`config.mk`:
```
export PLATFORM = sky130hd
export DESIGN_NAME = hawkes_thinning_ctrl_flat
export DESIGN_NICKNAME = d
export VERILOG_FILES = /design/src/rtl/hawkes_thinning_ctrl_if.sv /design/src/rtl/hawkes_thinning_ctrl.sv /design/src/flat_wrapper.sv
export SDC_FILE = /design/constraint.sdc
export NUM_CORES = 1
export LEC_CHECK = 0
export BUFFER_PORTS_ARGS = -buffer_cell sky130_fd_sc_hd__buf_4
export CELL_PAD_IN_SITES_DETAIL_PLACEMENT = 0
export CELL_PAD_IN_SITES_GLOBAL_PLACEMENT = 1
export CORE_MARGIN = 4
export CORE_UTILIZATION = 53
export CTS_CLUSTER_DIAMETER = 50
export DETAILED_ROUTE_END_ITERATION = 12
export PLACE_DENSITY = 0.95
export SYNTH_ARGS = -nofsm -noshare
export SYNTH_HDL_FRONTEND = slang
export SYNTH_SLANG_ARGS = --single-unit
```
`constraint.sdc`:
```
create_clock -name clk -period 6.8 [get_ports clk]
set_input_delay 0.34 -clock clk [delete_from_list [all_inputs] [get_ports clk]]
set_output_delay 0.34 -clock clk [all_outputs]
set_load 0.01 [all_outputs]
```
`src/rtl/hawkes_thinning_ctrl_if.sv`:
```
// Handshake and data bundle between hawkes_thinning_ctrl, event_generator,
// the intensity unit and the timestamp consumer.
interface hawkes_thinning_ctrl_if #(
    parameter int unsigned T_WIDTH = 16
);
    logic               run;
    logic [T_WIDTH-1:0] horizon;
    logic [7:0]         D1;
    logic [7:0]         D2;
    logic               eg_start;
    logic [8:0]         eg_s;
    logic               eg_s_done;
    logic               eg_accept;
    logic               accept_pulse;
    logic [T_WIDTH-1:0] ev_time;
    logic               ev_valid;
    logic               ev_ready;
    logic [7:0]         ev_count;
    logic               busy;
    logic               finished;
    logic               wd_err;

    modport master (
        input  run, horizon, eg_s, eg_s_done, eg_accept, ev_ready,
        output D1, D2, eg_start, accept_pulse, ev_time, ev_valid, ev_count,
               busy, finished, wd_err
    );

    modport slave (
        output run, horizon, eg_s, eg_s_done, eg_accept, ev_ready,
        input  D1, D2, eg_start, accept_pulse, ev_time, ev_valid, ev_count,
               busy, finished, wd_err
    );
endinterface

```
`src/rtl/hawkes_thinning_ctrl.sv`:
```
// Thinning sequencer around event_generator: uniform draws, time accumulation, event FIFO.
// Optional event_generator watchdog enabled by defining HAWKES_WATCHDOG_EN.
module hawkes_thinning_ctrl #(
    parameter int unsigned T_WIDTH    = 16,
    parameter int unsigned FIFO_DEPTH = 8,
    parameter int unsigned MAX_EVENTS = 255,
    parameter logic [15:0] LFSR_SEED  = 16'hACE1
) (
    input logic                    clk,
    input logic                    rst,
    hawkes_thinning_ctrl_if.master bus
);
    localparam int unsigned PTR_W        = (FIFO_DEPTH > 1) ? $clog2(FIFO_DEPTH) : 1;
    localparam int unsigned CNT_W        = $clog2(FIFO_DEPTH + 1);
    localparam logic [15:0] LFSR_MASK    = 16'hB400;
    localparam logic [1:0]  BLANK_CYCLES = 2'd2;

    typedef enum logic [2:0] {
        S_IDLE, S_DRAW, S_LAUNCH, S_WAIT, S_ADVANCE, S_DECIDE, S_STALL, S_DONE
    } state_t;

    state_t             state, state_next;
    logic [15:0]        lfsr, lfsr_next;
    logic [T_WIDTH-1:0] t;
    logic [8:0]         s_cap;
    logic [1:0]         blank_cnt;
    logic [7:0]         d1_q, d2_q, ev_count_q;
    logic               eg_start_q, accept_pulse_q, busy_q, finished_q, ev_valid_q;
    logic [T_WIDTH-1:0] ev_time_q;
    logic [T_WIDTH-1:0] mem [FIFO_DEPTH];
    logic [PTR_W-1:0]   wr_ptr, rd_ptr, rd_next;
    logic [CNT_W-1:0]   fifo_cnt, cnt_next;
    logic [T_WIDTH:0]   sum;
    logic [T_WIDTH-1:0] head_next;
    logic               launch, take_s, over, pop, full, accept, last, wd_fire;

    assign lfsr_next = lfsr[0] ? ((lfsr >> 1) ^ LFSR_MASK) : (lfsr >> 1);
    assign launch    = ((state == S_IDLE) || (state == S_DONE)) && bus.run;
    assign take_s    = (state == S_WAIT) && (blank_cnt == BLANK_CYCLES) && bus.eg_s_done;
    assign sum       = {1'b0, t} + (T_WIDTH + 1)'(s_cap);
    assign over      = sum > {1'b0, bus.horizon};
    assign pop       = ev_valid_q && bus.ev_ready;
    // A pop on the same edge frees the slot, so a full FIFO still accepts the push.
    assign full      = (fifo_cnt == CNT_W'(FIFO_DEPTH)) && !pop;
    assign accept    = (((state == S_DECIDE) && bus.eg_accept) || (state == S_STALL)) && !full;
    assign last      = (ev_count_q + 8'd1) == 8'(MAX_EVENTS);
    assign rd_next   = rd_ptr + PTR_W'(pop);
    assign cnt_next  = fifo_cnt + CNT_W'(accept) - CNT_W'(pop);

`ifdef HAWKES_WATCHDOG_EN
    logic [5:0] wd_cnt;
    logic       wd_err_q;

    assign wd_fire = (state == S_WAIT) && !take_s && (wd_cnt == 6'd63);

    always_ff @(posedge clk) begin
        if (rst) begin
            wd_cnt   <= '0;
            wd_err_q <= 1'b0;
        end else begin
            if (state == S_LAUNCH)    wd_cnt <= '0;
            else if (state == S_WAIT) wd_cnt <= wd_cnt + 6'd1;
            if (launch)               wd_err_q <= 1'b0;
            else if (wd_fire)         wd_err_q <= 1'b1;
        end
    end

    assign bus.wd_err = wd_err_q;
`else
    assign wd_fire    = 1'b0;
    assign bus.wd_err = 1'b0;
`endif

    // Next state of the sequencer.
    always_comb begin
        state_next = state;
        unique case (state)
            S_IDLE, S_DONE: if (bus.run) state_next = S_DRAW;
            S_DRAW:         state_next = S_LAUNCH;
            S_LAUNCH:       state_next = S_WAIT;
            S_WAIT: begin
                if (take_s)       state_next = S_ADVANCE;
                else if (wd_fire) state_next = S_DONE;
            end
            S_ADVANCE:      state_next = over ? S_DONE : S_DECIDE;
            S_DECIDE: begin
                if (!bus.eg_accept) state_next = S_DRAW;
                else if (full)      state_next = S_STALL;
                else                state_next = last ? S_DONE : S_DRAW;
            end
            S_STALL:        if (!full) state_next = last ? S_DONE : S_DRAW;
            default:        state_next = S_IDLE;
        endcase
    end

    // FIFO head after this edge's push/pop, shown fall-through; zero when empty.
    always_comb begin
        head_next = mem[rd_next];
        if (accept && (rd_next == wr_ptr)) head_next = t;
        if (cnt_next == '0)                head_next = '0;
    end

    always_ff @(posedge clk) begin
        if (accept) mem[wr_ptr] <= t;
    end

    always_ff @(posedge clk) begin
        if (rst) begin
            state          <= S_IDLE;
            lfsr           <= LFSR_SEED;
            t              <= '0;
            s_cap          <= '0;
            blank_cnt      <= '0;
            d1_q           <= '0;
            d2_q           <= '0;
            eg_start_q     <= 1'b0;
            accept_pulse_q <= 1'b0;
            ev_count_q     <= '0;
            busy_q         <= 1'b0;
            finished_q     <= 1'b0;
            wr_ptr         <= '0;
            rd_ptr         <= '0;
            fifo_cnt       <= '0;
            ev_time_q      <= '0;
            ev_valid_q     <= 1'b0;
        end else begin
            state          <= state_next;
            busy_q         <= !((state_next == S_IDLE) || (state_next == S_DONE));
            finished_q     <= (state_next == S_DONE);
            eg_start_q     <= (state == S_DRAW);
            accept_pulse_q <= accept;

            if (state == S_DRAW) begin
                d1_q <= (lfsr[15:8] == 8'h00) ? 8'h01 : lfsr[15:8];
                d2_q <= lfsr[7:0];
                lfsr <= lfsr_next;
            end

            if (state == S_LAUNCH)
                blank_cnt <= '0;
            else if ((state == S_WAIT) && (blank_cnt != BLANK_CYCLES))
                blank_cnt <= blank_cnt + 2'd1;

            if (take_s) s_cap <= bus.eg_s;

            if (launch) begin
                t          <= '0;
                ev_count_q <= '0;
                wr_ptr     <= '0;
                rd_ptr     <= '0;
                fifo_cnt   <= '0;
                ev_time_q  <= '0;
                ev_valid_q <= 1'b0;
            end else begin
                if ((state == S_ADVANCE) && !over) t <= sum[T_WIDTH-1:0];
                if (accept) begin
                    ev_count_q <= ev_count_q + 8'd1;
                    wr_ptr     <= wr_ptr + PTR_W'(1);
                end
                rd_ptr     <= rd_next;
                fifo_cnt   <= cnt_next;
                ev_time_q  <= head_next;
                ev_valid_q <= (cnt_next != '0);
            end
        end
    end

    assign bus.D1           = d1_q;
    assign bus.D2           = d2_q;
    assign bus.eg_start     = eg_start_q;
    assign bus.accept_pulse = accept_pulse_q;
    assign bus.ev_time      = ev_time_q;
    assign bus.ev_valid     = ev_valid_q;
    assign bus.ev_count     = ev_count_q;
    assign bus.busy         = busy_q;
    assign bus.finished     = finished_q;
endmodule

```
`src/flat_wrapper.sv`:
```
// flat-port wrapper written by rule: the top's interface ports become plain ports
module hawkes_thinning_ctrl_flat 
#(
    parameter int unsigned T_WIDTH    = 16,
    parameter int unsigned FIFO_DEPTH = 8,
    parameter int unsigned MAX_EVENTS = 255,
    parameter logic [15:0] LFSR_SEED  = 16'hACE1
)
  (clk, rst, bus_run, bus_horizon, bus_eg_s, bus_eg_s_done, bus_eg_accept, bus_ev_ready, bus_D1, bus_D2, bus_eg_start, bus_accept_pulse, bus_ev_time, bus_ev_valid, bus_ev_count, bus_busy, bus_finished, bus_wd_err);
  hawkes_thinning_ctrl_if #(.T_WIDTH(T_WIDTH)) bus_i ();
  input logic clk;
  input logic rst;
  input wire logic [$bits(bus_i.run)-1:0] bus_run;
  input wire logic [$bits(bus_i.horizon)-1:0] bus_horizon;
  input wire logic [$bits(bus_i.eg_s)-1:0] bus_eg_s;
  input wire logic [$bits(bus_i.eg_s_done)-1:0] bus_eg_s_done;
  input wire logic [$bits(bus_i.eg_accept)-1:0] bus_eg_accept;
  input wire logic [$bits(bus_i.ev_ready)-1:0] bus_ev_ready;
  output wire logic [$bits(bus_i.D1)-1:0] bus_D1;
  output wire logic [$bits(bus_i.D2)-1:0] bus_D2;
  output wire logic [$bits(bus_i.eg_start)-1:0] bus_eg_start;
  output wire logic [$bits(bus_i.accept_pulse)-1:0] bus_accept_pulse;
  output wire logic [$bits(bus_i.ev_time)-1:0] bus_ev_time;
  output wire logic [$bits(bus_i.ev_valid)-1:0] bus_ev_valid;
  output wire logic [$bits(bus_i.ev_count)-1:0] bus_ev_count;
  output wire logic [$bits(bus_i.busy)-1:0] bus_busy;
  output wire logic [$bits(bus_i.finished)-1:0] bus_finished;
  output wire logic [$bits(bus_i.wd_err)-1:0] bus_wd_err;
  assign bus_i.run = bus_run;
  assign bus_i.horizon = bus_horizon;
  assign bus_i.eg_s = bus_eg_s;
  assign bus_i.eg_s_done = bus_eg_s_done;
  assign bus_i.eg_accept = bus_eg_accept;
  assign bus_i.ev_ready = bus_ev_ready;
  assign bus_D1 = bus_i.D1;
  assign bus_D2 = bus_i.D2;
  assign bus_eg_start = bus_i.eg_start;
  assign bus_accept_pulse = bus_i.accept_pulse;
  assign bus_ev_time = bus_i.ev_time;
  assign bus_ev_valid = bus_i.ev_valid;
  assign bus_ev_count = bus_i.ev_count;
  assign bus_busy = bus_i.busy;
  assign bus_finished = bus_i.finished;
  assign bus_wd_err = bus_i.wd_err;
  hawkes_thinning_ctrl #(.T_WIDTH(T_WIDTH), .FIFO_DEPTH(FIFO_DEPTH), .MAX_EVENTS(MAX_EVENTS), .LFSR_SEED(LFSR_SEED)) u_core (.clk(clk), .rst(rst), .bus(bus_i));
endmodule
```
==> results of run 1 <==
==> area by class of cell <==
class,instances,area (sq um)
clock buffers,31,658
clock inverters,13,130
fillers,1367,6760
inverters,37,139
multi-input cells,493,3730
flip-flops and latches,225,5790
well taps,229,287
repair buffers,80,601
==> sequential cells by signal, indices dropped and copies added (netlist names), 4 cells and up <==
register,flops
u_core.lfsr,12
u_core.t,16
u_core.mem,128
u_core.bus.ev_time,16
u_core.bus.ev_count,8
u_core.bus.D1,8
u_core.fifo_cnt,4
u_core.s_cap,9
u_core.bus.D2,8
==> Yosys cell counts (all sizes together) (3+ instances only) <==
| cell | n | share of area |
|---|---|---|
| edfxtp | 128 | 0.39 |
| dfxtp | 97 | 0.20 |
| nand2 | 89 | 0.034 |
| a21oi | 71 | 0.036 |
| nor2 | 70 | 0.027 |
| ha | 36 | 0.046 |
| inv | 36 | 0.014 |
| mux4 | 32 | 0.073 |
| clkbuf | 25 | 0.0096 |
| buf | 22 | 0.014 |
| nand3 | 17 | 0.0092 |
| o21ai | 16 | 0.0085 |
| xnor2 | 16 | 0.014 |
| xor2 | 16 | 0.014 |
| mux2i | 15 | 0.015 |
| nor3 | 14 | 0.0083 |
| a211oi | 11 | 0.0084 |
| nand3b | 8 | 0.0061 |
| and2 | 7 | 0.0045 |
| a21o | 6 | 0.0046 |
| nand4 | 6 | 0.0038 |
| and4 | 5 | 0.0045 |
| nand2b | 5 | 0.0032 |
| nor2b | 5 | 0.0032 |
| o211ai | 5 | 0.0043 |
| and3 | 4 | 0.0026 |
| nor4 | 4 | 0.0056 |
| a31oi | 3 | 0.0019 |
| o21a | 3 | 0.0023 |
| o31ai | 3 | 0.0023 |
| or4 | 3 | 0.0023 |
==> how the worst min path moves through the flow <==
stage	from	to	slack [ns]	cells past startpoint
detailed placement	u_core.lfsr[8]	u_core.lfsr[8]	0.45	2
global route	bus_eg_s[3]	u_core.s_cap[3]	0.06	3
finish	bus_eg_s[2]	u_core.s_cap[2]	0.07	3
floorplan	u_core.lfsr[5]	u_core.bus.D2[5]	0.43	2
CTS	bus_eg_s[2]	u_core.s_cap[2]	0.05	3
global placement	u_core.bus.D2[7]	u_core.bus.D2[7]	0.45	2
==> logic make-up after synthesis <==
kind of cell / share of synthesized area
AOI/OAI and AO/OA: 0.0881
xor gates and xnor gates: 0.0286
adders and majority gates: 0.0500
buffers and inverters: 0.0387
DFF: 0.590
muxes: 0.0888
other: 0.000382
and+or+nand+nor: 0.116
==> through the flow <==
step,setup WS (ns),std cells
floorplan,2.90,803
global placement,2.23,1064
detailed placement,2.00,1064
CTS,1.94,1108
global route,1.52,1108
finish,1.89,1108
==> routing by layer <==
layer / vias up / track usage
met1: 2966 / 0.265
met3: 35 / 0.0499
met5: - / 0
met4: 2 / 0.0496
li1: 3021 / -
met2: 157 / 0.337
==> critical path, stage by stage (launching register included) <==
cell      delay [ns]
dfxtp_1         0.54
ha_1            0.25
inv_1           0.07
fa_1            0.40
nor2b_1         0.17
o31a_1          0.21
o2111a_1        0.29
o21ai_0         0.21
nor2_1          0.31
xnor2_1         0.17
ha_1            0.26
a21o_1          0.16
a221oi_1        0.27
o21ai_1         0.13
nor3_1          0.32
o21a_1          0.64
a31oi_1         0.16
a41o_1          0.23
==> power by group through the flow <==
stage | Combinational, W | Clock (W) | Sequential [W]
after floorplan | 0.000256 | 0 | 0.00155
after global placement | 0.000401 | 0 | 0.00153
after detailed placement | 0.000407 | 0 | 0.00153
after CTS | 0.000411 | 0.00130 | 0.00150
after global routing | 0.000450 | 0.00136 | 0.00151
final | 0.000401 | 0.00128 | 0.00150
==> impl_summary.log, run 1 <==
[metrics] cell chosen for the clock root: clkbuf_16
[metrics] clock tree sinks: between 200 and 250
[metrics] H-tree depth reported by CTS: 1
[metrics] routed vias/inst: approximately 5.6
[metrics] post-synth design cell area: roughly 9800 sq um
[metrics] Design Power: 0.00318 W
[metrics] Area growth, synth to finish: 15.5%
[metrics] Net count, final: 930
[metrics] area of all placed cells without fillers: roughly 11000 sq um
[metrics] CTS Buffer Depth: 3
[metrics] setup TNS: 0 ns
[metrics] length of routed wiring on met1: about 8.3 mm
[metrics] Max Used Layer: met5
[metrics] Max-Slew Margin vs Limit: 0.259
[metrics] Synth Net Count: 872
[metrics] share of the core filled with cells: 0.626
[metrics] largest vdd supply drop: ~0.19 mV
[metrics] leakage power total: 4.40 nW
[metrics] switching share of power: 0.236
[metrics] fmax: around 200 MHz
[metrics] Final Hold Viols: 0
[metrics] detailed-placement wirelength estimate: 12.9 mm
[metrics] Worst-Margin Slew: 1.11 ns
[metrics] number of flops mapped to enable cells by yosys: 128
[metrics] sequential power share: 0.472
[metrics] min Tclk post-route: around 4.9 ns
[metrics] routed wire length on met3: 1.56 mm
[metrics] std cell rows: approximately 50
[metrics] Cell Int Power: approximately 0.0024 W
[metrics] total wirelength of the detailed-routed design: ~20 mm
[metrics] power density cells: 281 nW/um^2
[metrics] required time of the worst setup path: 7.21 ns
[metrics] number of warnings printed during yosys synthesis: 0
[metrics] Worst-path clk slew: about 0.06 ns
[metrics] Arrival @ worst endpoint: between 5 and 6 ns
[metrics] number of buffers inserted to repair setup after CTS: 0
[metrics] share of synthesized flip-flops with an asynchronous set or reset: 0
[metrics] number of port buffers: between 70 and 80
[metrics] max-slew violation total from the final report: 0
[metrics] share of power burned in combinational logic: 0.126
[metrics] max-cap check violation count: 0
[metrics] number of global-route vias before repair: 6195
[metrics] die outline area: roughly 21000 sq um
[metrics] antenna violations before repair: 1
[metrics] DR pass1 iterations: 5
[metrics] type of origin of the critical path: flop
[metrics] commonest non-fill, non-tap cell in the layout: edfxtp_1
[metrics] GR Util All Layers: 0.201
[metrics] maximum number of pins on one net before global-route repair: 49
[metrics] most used flip-flop cell after synthesis: edfxtp_1
[metrics] flop-to-flop setup slack: 1.89 ns
[metrics] sort of element at the end of the critical path: flop
[metrics] most used cells in the layout excluding fill and tap cells: edfxtp_1, dfxtp_1, nand2_1
[metrics] Routed Antenna Nets: 0
[metrics] source-to-sink clock delay at the later pin of the worst-skew pair: 0.53 ns
[metrics] effective utilization at floorplan: 0.542
[metrics] CTS buffer count: 24
[metrics] met2 WL post-DR: 9.99 mm
[metrics] maximum fanout along the worst path: 18
[metrics] area of the core: approximately 18000 sq um
[metrics] die height: between 100 and 150 um
[metrics] Worst Setup Path Type: flop to flop
[metrics] GRT overflow: 0
[metrics] # IOs: 77
[metrics] Avg WL per Cell: 18.3 um
[metrics] share of the cycle needed by the critical path after routing: 0.723
[metrics] Min-Delay Path Class: input port to flop
[metrics] setup clock skew after layout: ~0.018 ns
[metrics] Worst Reg2Reg Path Length in Cells: 17
[metrics] fraction of power consumed by the clock network: 0.401
[metrics] CTS tree: built
[metrics] startpoint of the worst setup timing path: u_core.t[0]
[metrics] initial drt markers: approximately 380
[metrics] worst slack on hold paths: a little over 0.07 ns
[metrics] layout cells sized above 1: 0.196
[metrics] Critical Path Sink: u_core.t[11]
[metrics] Antenna Diode Count: 0
[metrics] # resized after CTS: 0
[metrics] switching power: 0.000752 W
[metrics] horizontal extent of the die: between 100 and 150 um
[metrics] count of cell types in the netlist: 60
[metrics] vias after detailed routing: approximately 6k
[metrics] reg-to-reg startpoint: u_core.t[0]
[metrics] status: completed
[metrics] CTS Hold Bufs: 0
[metrics] post-synthesis sequential area ratio: 0.590
[metrics] number of failing setup endpoints in the final timing report: 0
[metrics] Post-DP Area: approximately 11000 sq um
[metrics] first-pass GRT wire length: 32.9 mm
[metrics] destination of the worst register-to-register timing path: u_core.t[11]
[metrics] post-synthesis sequential element count: between 200 and 250
[metrics] setup repair after global routing missed its margin: false
[metrics] count of mapped cells out of synthesis: ~800
[metrics] GP Congestion: roughly 0.83
[metrics] per-instance average area after synthesis: around 12 sq um
[metrics] drt drc: 0
Power figures use the tool's default switching activity.
==> run 2: changes to the inputs <==
- CORE_UTILIZATION: 53 -> 49
- PLACE_DENSITY: 0.95 -> 0.91
- clock period: 6.8 -> 4.6 ns (I/O delays scaled with it)
==> impl_summary.log, run 2 (synthesized netlist as in run 1, its figures left out) <==
[metrics] die outline area: ~22000 sq um
[metrics] setup clock skew after layout: 0.0187 ns
[metrics] routed vias/inst: about 5.4
[metrics] stage delay of the slowest cell on the critical path: 0.42 ns
[metrics] Arrival @ worst endpoint: between 4 and 5 ns
[metrics] share of the cycle needed by the critical path after routing: 0.928
[metrics] worst slack on hold paths: roughly 0.14 ns
[metrics] Routed Antenna Nets: 0
[metrics] Net count, final: roughly 950
[metrics] DR pass1 iterations: 4
[metrics] setup repair after global routing missed its margin: false
[metrics] max-slew violation total from the final report: 0
[metrics] number of global-route vias before repair: approximately 6.4k
[metrics] type of origin of the critical path: flop
[metrics] fmax: 234 MHz
[metrics] antenna violations before repair: 0
[metrics] largest vdd supply drop: 0.318 mV
[metrics] cell chosen for the clock root: clkbuf_16
[metrics] GR Util All Layers: 0.189
[metrics] leakage power total: 4.56 nW
[metrics] Worst-path clk slew: 0.06 ns
[metrics] Avg WL per Cell: 17.8 um
[metrics] total wirelength of the detailed-routed design: between 20 and 25 mm
[metrics] number of failing setup endpoints in the final timing report: 0
[metrics] length of routed wiring on met1: 9.03 mm
[metrics] power density cells: between 400 and 500 nW/um^2
[metrics] layout cells sized above 1: 0.216
[metrics] Most flops, register: u_core.mem
[metrics] # IOs: slightly below 80
[metrics] routed wire length on met3: 1.23 mm
[metrics] CTS Buffer Depth: 3
[metrics] H-tree depth reported by CTS: 1
[metrics] commonest non-fill, non-tap cell in the layout: edfxtp_1
[metrics] area of the core: 19600 sq um
[metrics] Max-Slew Margin vs Limit: 0.233
[metrics] CTS buffer count: 27
[metrics] GRT overflow: 0
[metrics] filler cell count: 1547
[metrics] std cell rows: 51
[metrics] maximum number of pins on one net before global-route repair: 49
[metrics] max-cap check violation count: 0
[metrics] CTS tree: built
[metrics] initial drt markers: 431
[metrics] Area growth, synth to finish: 18.7%
[metrics] Worst path slowest cell: or4_1
[metrics] Worst-Margin Slew: 1.14 ns
[metrics] number of flip-flops under the largest register name: between 100 and 150
[metrics] maximum fanout along the worst path: 15
[metrics] number of port buffers: 75
[metrics] die height: between 100 and 150 um
[metrics] startpoint of the worst setup timing path: u_core.s_cap[0]
[metrics] clock tree sinks: between 200 and 250
[metrics] top cell family by delay on the critical path: compound AO/OA/AOI/OAI gates
[metrics] first-pass GRT wire length: 33.7 mm
[metrics] required time of the worst setup path: ~5 ns
[metrics] cell breakdown of the critical path: ha_1, inv_1, fa_1, nor2b_1, o31a_1, o2111a_1, o21ai_1, nor2_1, xnor2_1, ha_1, a21o_1, a221oi_1, o21ai_1, nor3_2, o21ai_4, or4_1, a21oi_1
[metrics] horizontal extent of the die: 149 um
[metrics] detailed-placement wirelength estimate: 13.3 mm
[metrics] GP Congestion: about 0.89
[metrics] source-to-sink clock delay at the later pin of the worst-skew pair: about 0.52 ns
[metrics] min Tclk post-route: ~4.3 ns
[metrics] vias after detailed routing: 6354
[metrics] drt drc: 0
[metrics] Worst Setup Path Type: flop to flop
[metrics] effective utilization at floorplan: 0.501
[metrics] startpoint of the tightest hold check path: rst
[metrics] Antenna Diode Count: 0
[metrics] worst path buffer plus inverter count: 1
[metrics] sort of element at the end of the critical path: flop
[metrics] status: completed
[metrics] met2 WL post-DR: 10.2 mm
[metrics] Min-Delay Path Class: input port to flop
[metrics] Max Used Layer: met4
[metrics] reg-to-reg startpoint: u_core.s_cap[0]
[metrics] setup TNS: 0 ns
[metrics] Final Hold Viols: 0
[metrics] most used cells in the layout excluding fill and tap cells: edfxtp_1, dfxtp_1, buf_4
run 2: cell count changes in the layout (fill, tap and decap cells not counted), moves of 2 or more:
cell	previous run	this run
buf_4	80	90
clkbuf_16	25	27
inv_8	0	2
clkinv_1	5	1
inv_6	0	3
clkbuf_1	5	3
clkinv_2	3	7
dlygate4sd3_1	0	9
run 2: cell type report:
| class | count | area (sq um) | share of cell area |
|---|---|---|---|
| flip-flops and latches | 225 | 5790 | 0.497 |
| multi-input cells | 493 | 3730 | 0.320 |
| repair buffers | 99 | 766 | 0.0658 |
| clock buffers | 31 | 701 | 0.0602 |
| well taps | 265 | 332 | 0.0285 |
| clock inverters | 19 | 191 | 0.0164 |
| inverters | 37 | 139 | 0.0119 |
run 2: worst reg2reg max path, cell delays in order, from the launching register on:
cell      delay, ns
dfxtp_1        0.34
ha_1           0.19
inv_1          0.06
fa_1           0.40
nor2b_1        0.19
o31a_1         0.24
o2111a_1       0.31
o21ai_1        0.15
nor2_1         0.23
xnor2_1        0.15
ha_1           0.26
a21o_1         0.16
a221oi_1       0.28
o21ai_1        0.16
nor3_2         0.32
o21ai_4        0.19
or4_1          0.42
a21oi_1        0.17
run 2: path summary, 6_finish.rpt:
path,to,slack [ns],depth (start not counted)
worst min register to register,u_core.bus.D2[1],0.46,2
worst max register to register,u_core.t[9],0.33,17
worst max-delay path,u_core.t[9],0.33,17
worst min-delay path,u_core.bus.accept_pulse,0.14,2
run 2: through the flow:
| stage | total power [W] | instance area [sq um] | cells | setup slack [ns] | util |
|---|---|---|---|---|---|
| 6_report | 0.00492 | 11600 | 1169 | 0.330 | 0.594 |
| 5_1_grt | 0.00514 | 11600 | 1169 | 0.0481 | 0.594 |
| 4_1_cts | 0.00498 | 11600 | 1168 | 0.0752 | 0.593 |
| 3_5_place_dp | 0.00289 | 10600 | 1109 | 0.163 | 0.543 |
| 3_3_place_gp | 0.00288 | 10600 | 1109 | 0.335 | 0.543 |
| 2_1_floorplan | 0.00266 | 9810 | 803 | 0.700 | - |
run 2: power breakdown:
part | total [W] | leakage (nW) | internal [W] | switching [W]
clock | 0.00208 | 0.445 | 0.00123 | 0.000852
combinational | 0.000618 | 1.94 | 0.000295 | 0.000323
sequential | 0.00222 | 2.17 | 0.00218 | 0.0000388
run 2: metal layers:
metal  track usage  vias up
li1              -     3089
met1         0.253     3086
met2         0.323      154
met3        0.0394       25
met4        0.0398        0
met5             0        -
run 2: what timing repair did:
| item | CTS | global route |
|---|---|---|
| setup endpoints to repair | 0 | 18 |
| buffers inserted | 0 | 1 |
| hold endpoints to repair | 9 | 0 |
| hold buffers | 9 | 0 |
| gates resized for setup | 0 | 4 |
==> run 3: changes to the inputs <==
- CORE_ASPECT_RATIO: default -> 0.6
==> impl_summary.log, run 3 (synthesized netlist as in run 1, its figures left out) <==
[metrics] status: completed
[metrics] DR pass1 iterations: 5
[metrics] leakage power total: 4.48 nW
[metrics] worst slack on hold paths: approximately 0.16 ns
[metrics] Antenna Diode Count: 0
[metrics] routed vias/inst: 5.52
[metrics] GR Util All Layers: 0.190
[metrics] Final Hold Viols: 0
[metrics] maximum fanout along the worst path: 18
[metrics] Min-Delay Path Class: input port to flop
[metrics] required time of the worst setup path: 5.01 ns
[metrics] setup TNS: 0 ns
[metrics] source-to-sink clock delay at the later pin of the worst-skew pair: about 0.50 ns
[metrics] Arrival @ worst endpoint: ~4.7 ns
[metrics] Worst Reg2Reg Path Length in Cells: 18
[metrics] number of buffers inserted to repair setup after CTS: 0
[metrics] total wirelength of the detailed-routed design: 21.6 mm
[metrics] Area growth, synth to finish: 17.1%
[metrics] Worst-path clk slew: around 0.06 ns
[metrics] layout cells sized above 1: 0.201
[metrics] setup repair after global routing missed its margin: false
[metrics] die height: 118 um
[metrics] switching power: ~0.0011 W
[metrics] Net count, final: 950
[metrics] number of flip-flops under the largest register name: between 100 and 150
[metrics] effective utilization at floorplan: 0.508
[metrics] initial drt markers: 703
[metrics] setup clock skew after layout: roughly 0.0064 ns
[metrics] # IOs: 77
[metrics] fraction of power consumed by the clock network: 0.390
[metrics] flop-to-flop setup slack: between 0.3 and 0.4 ns
[metrics] commonest non-fill, non-tap cell in the layout: edfxtp_1
[metrics] Routed Antenna Nets: 0
[metrics] area of the core: slightly below 20000 sq um
[metrics] Worst-Margin Slew: between 1 and 1.5 ns
[metrics] share of power burned in combinational logic: 0.131
[metrics] share of the cycle needed by the critical path after routing: 0.923
[metrics] min Tclk post-route: 4.25 ns
[metrics] share of the core filled with cells: 0.595
[metrics] worst hold path cell count: 2
[metrics] Worst Setup Path Type: flop to flop
[metrics] GRT overflow: 0
[metrics] die outline area: 22400 sq um
[metrics] sequential power share: 0.479
[metrics] number of global-route vias before repair: 6045
[metrics] detailed-placement wirelength estimate: around 14 mm
[metrics] number of port buffers: 75
[metrics] CTS tree: built
[metrics] switching share of power: 0.236
[metrics] most used cells in the layout excluding fill and tap cells: edfxtp_1, dfxtp_1, buf_4
[metrics] sort of element at the end of the critical path: flop
[metrics] type of origin of the critical path: flop
[metrics] antenna violations before repair: 0
[metrics] CTS Buffer Depth: 3
[metrics] largest vdd supply drop: 0.288 mV
[metrics] max-cap check violation count: 0
[metrics] std cell rows: 39
[metrics] post-placement worst setup slack: between 0.06 and 0.07 ns
[metrics] vias after detailed routing: 6413
[metrics] maximum number of pins on one net before global-route repair: 49
[metrics] Most flops, register: u_core.mem
[metrics] horizontal extent of the die: 191 um
[metrics] max-slew violation total from the final report: 0
[metrics] fmax: around 240 MHz
[metrics] cell chosen for the clock root: clkbuf_16
[metrics] first-pass GRT wire length: about 34 mm
[metrics] GP Congestion: roughly 0.84
[metrics] clock tree sinks: around 230
[metrics] H-tree depth reported by CTS: 1
[metrics] number of failing setup endpoints in the final timing report: 0
[metrics] CTS buffer count: 22
[metrics] worst path setup slack after routing: approximately 0.35 ns
[metrics] drt drc: 0
[metrics] Max-Slew Margin vs Limit: 0.200
[metrics] Avg WL per Cell: 18.6 um
[metrics] power density cells: between 400 and 500 nW/um^2
[metrics] Cell Int Power: roughly 0.0035 W
## run 3: changes by cell type in the layout (fill, tap and decap cells not counted), moves of 2 or more
cell       before  now
o21ai_2         0    2
buf_4          90   93
inv_8           2    0
clkinv_2        7    3
clkinv_1        1    4
clkbuf_16      27   23
clkbuf_1        3    7
inv_6           3    0
clkinv_4        2    0
## run 3: path summary, 6_finish.rpt
kind | start | end
worst max-delay path | u_core.s_cap[0] | u_core.t[1]
worst min-delay path | rst | u_core.bus.accept_pulse
worst max register to register | u_core.s_cap[0] | u_core.t[1]
worst min register to register | u_core.bus.D2[0] | u_core.bus.D2[0]
## run 3: worst max-delay path: stages, from the launching register on
cell and delay, ns:
dfxtp_1 0.35, ha_1 0.17, inv_1 0.05, fa_1 0.42
nor2b_1 0.16, o31a_1 0.23, o2111a_1 0.33, o21ai_2 0.11
nor2_1 0.25, xnor2_1 0.15, ha_1 0.26, a21o_1 0.16
a221oi_1 0.28, o21ai_1 0.17, nor3_2 0.28, o21a_1 0.16
buf_4 0.25, a21oi_1 0.11, a311oi_1 0.26
## run 3: through the flow
step           instances  total power, W  cell area (sq um)
2_1_floorplan        803         0.00266               9810
3_3_place_gp        1114         0.00287              10700
3_5_place_dp        1114         0.00287              10700
4_1_cts             1162         0.00468              11500
5_1_grt             1162         0.00484              11500
6_report            1162         0.00464              11500
## run 3: final cells by class
| type | count | area (sq um) |
|---|---|---|
| clock inverter | 9 | 116 |
| fill | 1560 | 7830 |
| multi-input combinational | 493 | 3730 |
| clock buffer | 30 | 602 |
| sequential | 225 | 5790 |
| inverter | 37 | 139 |
| timing repair buffer | 102 | 788 |
| tap | 266 | 333 |
## run 3: timing repair
action                                  4_1_cts  5_1_grt
resized for setup                             0        4
endpoints found under the setup margin        0       19
hold buffers                                  9        0
hold endpoints to repair                      9        0
## run 3: metal layers
| metal | up-vias | routed length [um] | share of wire | global-route usage |
|---|---|---|---|---|
| met3 | 20 | 1570 | 0.073 | 0.0365 |
| met1 | 3111 | 10600 | 0.49 | 0.310 |
| met5 | - | 0 | 0 | 0 |
| li1 | 3053 | - | - | - |
| met4 | 0 | 235 | 0.011 | 0.0283 |
| met2 | 229 | 9190 | 0.43 | 0.270 |
## run 3: power groups by stage
| stage | sequential, W | clock (W) | combinational (W) |
|---|---|---|---|
| detailed placement | 0.00227 | 0 | 0.000607 |
| CTS | 0.00222 | 0.00184 | 0.000620 |
| global placement | 0.00227 | 0 | 0.000604 |
| finish | 0.00222 | 0.00181 | 0.000609 |
| global route | 0.00223 | 0.00194 | 0.000672 |
| floorplan | 0.00229 | 0 | 0.000378 |
